File: config.mk
export PLATFORM = sky130hd
export DESIGN_NAME = regwrite_sequencer
export DESIGN_NICKNAME = d
export VERILOG_FILES = /design/src/rtl/regwrite_sequencer.sv
export SDC_FILE = /design/constraint.sdc
export NUM_CORES = 1
export LEC_CHECK = 0
export ABC_AREA = 1
export BUFFER_PORTS_ARGS = -buffer_cell sky130_fd_sc_hd__clkbuf_2
export CORE_ASPECT_RATIO = 0.7
export CORE_MARGIN = 2
export CORE_UTILIZATION = 30
export CTS_CLUSTER_DIAMETER = 60
export CTS_CLUSTER_SIZE = 8
export DETAILED_ROUTE_END_ITERATION = 12
export HOLD_SLACK_MARGIN = 0.15
export SLEW_MARGIN = 20
export SYNTH_ARGS = -nofsm -noshare
export SYNTH_HDL_FRONTEND = slang
export SYNTH_SLANG_ARGS = --single-unit
File: constraint.sdc
create_clock -name clk -period 1.3 [get_ports clk]
set_input_delay 0.065 -clock clk [delete_from_list [all_inputs] [get_ports clk]]
set_output_delay 0.065 -clock clk [all_outputs]
set_load 0.005 [all_outputs]
File: src/rtl/regwrite_sequencer.sv
// Register write-back sequencer: classifies an issued instruction and steps it
// through EXEC / MEMWAIT / WB1 / WB2 / FINISH, driving Moore write-back controls.
module regwrite_sequencer #(
    parameter int MEM_TIMEOUT = 15
) (
    input  logic       clk,
    input  logic       reset,
    input  logic       start,
    input  logic [5:0] opcode,
    input  logic [5:0] funct,
    input  logic       overflow,
    input  logic       mem_ready,
    output logic [2:0] seletor_regdest,
    output logic [1:0] seletor_wbsrc,
    output logic       sp_dec,
    output logic       reg_write,
    output logic       mem_read,
    output logic       busy,
    output logic       done,
    output logic       err
);

    typedef enum logic [2:0] {
        S_IDLE, S_EXEC, S_MEMWAIT, S_WB1, S_WB2, S_FINISH
    } state_t;

    typedef enum logic [2:0] {
        C_NOWB, C_RTYPE, C_JR, C_IMM, C_LOAD, C_JAL, C_PUSH, C_POP
    } cls_t;

    localparam logic [3:0] CNT_LAST = 4'(MEM_TIMEOUT - 1);

    state_t     state_q, state_d;
    cls_t       cls_q, cls_d;
    logic       chk_q, chk_d;   // instruction is add/sub/addi: overflow matters
    logic       ovf_q, ovf_d;
    logic [3:0] cnt_q, cnt_d;
    logic       err_q, err_d;

    cls_t dec_cls;
    logic dec_chk;

    always_comb begin
        dec_cls = C_NOWB;
        dec_chk = 1'b0;
        unique case (opcode)
            6'h00: begin
                dec_cls = (funct == 6'h08) ? C_JR : C_RTYPE;
                dec_chk = (funct == 6'h20) || (funct == 6'h22);
            end
            6'h08: begin
                dec_cls = C_IMM;
                dec_chk = 1'b1;
            end
            6'h09, 6'h0A, 6'h0C, 6'h0D, 6'h0F: dec_cls = C_IMM;
            6'h23: dec_cls = C_LOAD;
            6'h03: dec_cls = C_JAL;
            6'h1B: dec_cls = C_PUSH;
            6'h1A: dec_cls = C_POP;
            default: dec_cls = C_NOWB;
        endcase
    end

    always_ff @(posedge clk or posedge reset) begin
        if (reset) begin
            state_q <= S_IDLE;
            cls_q   <= C_NOWB;
            chk_q   <= 1'b0;
            ovf_q   <= 1'b0;
            cnt_q   <= 4'd0;
            err_q   <= 1'b0;
        end else begin
            state_q <= state_d;
            cls_q   <= cls_d;
            chk_q   <= chk_d;
            ovf_q   <= ovf_d;
            cnt_q   <= cnt_d;
            err_q   <= err_d;
        end
    end

    always_comb begin
        state_d         = state_q;
        cls_d           = cls_q;
        chk_d           = chk_q;
        ovf_d           = ovf_q;
        cnt_d           = cnt_q;
        err_d           = 1'b0;
        seletor_regdest = 3'b000;
        seletor_wbsrc   = 2'b00;
        sp_dec          = 1'b0;
        reg_write       = 1'b0;
        mem_read        = 1'b0;
        busy            = 1'b1;
        done            = 1'b0;

        unique case (state_q)
            S_IDLE: begin
                busy = 1'b0;
                if (start) begin
                    cls_d   = dec_cls;
                    chk_d   = dec_chk;
                    ovf_d   = 1'b0;
                    state_d = S_EXEC;
                end
            end
            S_EXEC: begin
                ovf_d = chk_q & overflow;
                cnt_d = 4'd0;
                unique case (cls_q)
                    C_LOAD, C_POP: state_d = S_MEMWAIT;
                    C_JR, C_NOWB:  state_d = S_FINISH;
                    default:       state_d = S_WB1;
                endcase
            end
            S_MEMWAIT: begin
                mem_read = 1'b1;
                // mem_ready on the last allowed cycle still wins over timeout
                if (mem_ready) begin
                    state_d = S_WB1;
                end else if (cnt_q == CNT_LAST) begin
                    state_d = S_IDLE;
                    err_d   = 1'b1;
                end else begin
                    cnt_d = cnt_q + 4'd1;
                end
            end
            S_WB1: begin
                reg_write = 1'b1;
                if (ovf_q) begin
                    seletor_regdest = 3'b011;
                    seletor_wbsrc   = 2'b10;
                end else begin
                    unique case (cls_q)
                        C_RTYPE: seletor_regdest = 3'b001;
                        C_LOAD, C_POP: seletor_wbsrc = 2'b01;
                        C_JAL: begin
                            seletor_regdest = 3'b100;
                            seletor_wbsrc   = 2'b10;
                        end
                        C_PUSH: begin
                            seletor_regdest = 3'b010;
                            seletor_wbsrc   = 2'b11;
                            sp_dec          = 1'b1;
                        end
                        default: ;
                    endcase
                end
                state_d = (cls_q == C_POP) ? S_WB2 : S_FINISH;
            end
            S_WB2: begin
                reg_write       = 1'b1;
                seletor_regdest = 3'b010;
                seletor_wbsrc   = 2'b11;
                state_d         = S_FINISH;
            end
            S_FINISH: begin
                done    = 1'b1;
                state_d = S_IDLE;
            end
            default: state_d = S_IDLE;
        endcase
    end

    assign err = err_q;

endmodule

==> flow_summary.toml <==
[logic_synthesis]
syn_inst = 135
synthXorXnorAreaFrac = 0.0192
yosysSeqAreaShare = 0.356
yosys.area_share.simple = 0.427
synth_mux_area_frac = 0
synth_top_cell_by_area = "dfrtp_1"
syn-num-nets = 154
synth_area_um2 = 915
synth_area_leaders = "dfrtp_1, nand3_1, nand2_1"
synthAdderAreaFrac = 0.0274
synth_top_area_share = 0.356
yosys_warnings = 0
synth_compound_area_frac = 0.0766
synth_top_family_by_area = "simple AND/OR/NAND/NOR gates"
ys_seq_elements = 13
syn_area_per_cell_um2 = 6.78
ys_types = 19

[power]
power.density_nw_per_um2 = 1640
fin_total_pwr_w = 0.00217
p_leak_nw = 0.703
peakVddDrop_uv = 521

[sta]
finalHoldViolCount = 0
fin_worst_skew_ns = 0.00170
fin_crit_sh = 1.05
tightest_slew_ns = 0.526
fin_crit_ns = 1.37
setup_viol = 3
max_freq_mhz = 732
relSlewSlack = 0.649
drv_slew = 0
rsz0062_at_grt = "true"
setup_ws_ns = -0.0665

[floorplan]
die_w_um = 70.0
die_y_um = 50.2
die_area_um2 = 3510
num_io_pins = 28
initial_utilization = 0.322
coreArea_um2 = 2840
core.rowCount = 16

[layout]
antenna_cells = 0
stdcell_area_um2 = 1330
final_common_cell = "nand2_1"
num-fill-cells = 292
layout.nets = 200
drive_above_1_share = 0.328
final_cell_mix = "nand2_1, clkbuf_2, nand3_1, inv_1, nor2_1"
synthToLayoutAreaGrowth_pct = 45.1

[global_route]
overflow = 0
grt_max_degree = 14
gr-usage-all-layers = 0.141
antenna_found_initial = 0
grt_pass1_wl_um = 3930
grt_pass1_vias = 926

[critical_path]
r2r.worst_path.cells = 7
crit_chain = "nor2_4 -> nand2_4 -> nand2_4 -> inv_4 -> a41oi_2 -> buf_2"
critical_path_class = "reg2out"
path_buf_inv = 2
cp.required_ns = 1.24
ff2ff_setup_slack_ns = 0.03
r2r_end = "state_q[0]"
r2r_start = "state_q[0]"
slowest_delay_ns = 0.43
start_kind = "register"
crit_arrival_ns = 1.30
path_common_cell = "nand2_4"
cp_top_family = "flip-flops"
critPathMaxFanout = 4
crit_slowest_cell = "dfrtp_2"
end_kind = "output pin"

[run_status]
failed_checks = "setup timing"
status = "finished, violations left"

[cts]
cts.htree.levels = 1
cts_tree = "done"
clockRootBuffer = "clkbuf_8"
cts_buffer_depth = 2
insertion_delay_ns = 0.24
path_clk_slew_ns = 0.05
numCtsBuffers = 3
cts.sinks = 13

[detailed_routing]
vias = 1009
totalWireLength_um = 2410
wl_per_cell_um = 11.2
drc = 0
ant_nets = 0
viasPerCell = 4.67
first_pass_iters = 4
drt_iter0_markers = 22

[hold_path]
worstHoldStart = "opcode[4]"
hold_end = "chk_q"
hp-class = "in2reg"
hold_path_depth = 4

[placement]
port_buffers = 27
dp_hpwl_um = 1740
dpl_cell_area_um2 = 1090
place_congestion = 0.824

[run]
cap_violations = 0
==> state kept, by name, summed over array words and instances (netlist names) <==
name	count
chk_q	1
err	1
ovf_q	1
cls_q	3
state_q	3
cnt_q	4
==> synthesized netlist by cell type (all sizes together) <==
cell type	instances
nand4	2
dfrtp	13
nand3b	1
xor2	2
o21ai	8
a21oi	3
a41oi	1
nand2	31
ha	2
a31oi	1
nand3	27
inv	23
nor2	17
nor3	4
==> logic make-up (layout without fill, tap and decap cells) <==
logic type,Yosys count,after routing
buffers and inverters,23,67
AND/OR/NAND/NOR,82,83
flip-flops,13,13
adder cells (fa/ha/maj),2,2
AO/OA/AOI/OAI,13,13
XOR/XNOR,2,2
==> through the flow <==
stage / util / setup slack, ns / hold slack (ns) / TNS, ns / cells
floorplan: - / 0.200 / -0.0580 / 0 / 135
global placement: 0.385 / 0.107 / 0.105 / 0 / 198
detailed placement: 0.385 / 0.0678 / 0.103 / 0 / 198
CTS: 0.438 / -0.0552 / 0.182 / -0.109 / 212
global route: 0.467 / -0.127 / 0.209 / -0.438 / 216
finish: 0.467 / -0.0665 / 0.180 / -0.116 / 216
==> per-layer routing <==
layer / vias up / routed length, um / global-route usage
li1: 534 / - / -
met1: 457 / 1130 / 0.167
met3: 2 / 76 / 0.0321
met2: 16 / 1180 / 0.257
met4: 0 / 21 / 0.0385
met5: - / 0 / 0
==> worst register-to-register path, cell delays in order (launching register included) <==
cell	delay [ns]
dfrtp_2	0.43
buf_4	0.17
inv_4	0.06
nand3_4	0.09
nor2_4	0.16
nand2_2	0.10
o21ai_0	0.08
nor2_1	0.07
==> cell type report <==
class | count | area [um^2] | share of cell area
Multi-Input combinational cell | 100 | 569 | 0.429
Sequential cell | 13 | 328 | 0.247
Timing Repair Buffer | 40 | 246 | 0.186
Inverter | 23 | 93.8 | 0.0707
Clock buffer | 4 | 45.0 | 0.0339
Tap cell | 36 | 45.0 | 0.0339
==> worst max path at each step <==
| stage | depth (start not counted) | slack [ns] | start | endpoint |
|---|---|---|---|---|
| 3_5_place_dp | 6 | 0.07 | state_q[0] | seletor_wbsrc[1] |
| 2_1_floorplan | 7 | 0.20 | cnt_q[0] | cnt_q[2] |
| 4_1_cts | 6 | -0.06 | state_q[1] | seletor_wbsrc[1] |
| 3_3_place_gp | 6 | 0.11 | state_q[0] | seletor_wbsrc[1] |
| 5_1_grt | 6 | -0.13 | state_q[0] | seletor_regdest[1] |
| 6_report | 6 | -0.07 | state_q[0] | seletor_wbsrc[1] |
==> where the power goes <==
| group | internal (W) | switching (W) | leakage (nW) |
|---|---|---|---|
| Combinational | 0.000516 | 0.000679 | 0.507 |
| Clock | 0.000216 | 0.000137 | 0.0228 |
| Sequential | 0.000508 | 0.000114 | 0.173 |
| Total | 0.00124 | 0.000931 | 0.703 |
==> timing repair <==
item,CTS,global route
gates cloned,0,1
endpoints found under the setup margin,5,15
resized for setup,7,17
buffers inserted,6,3
hold buffers,4,0
pin swaps,1,3
endpoints found under the hold margin,17,0
No activity file was read; power rests on OpenSTA's default activity.
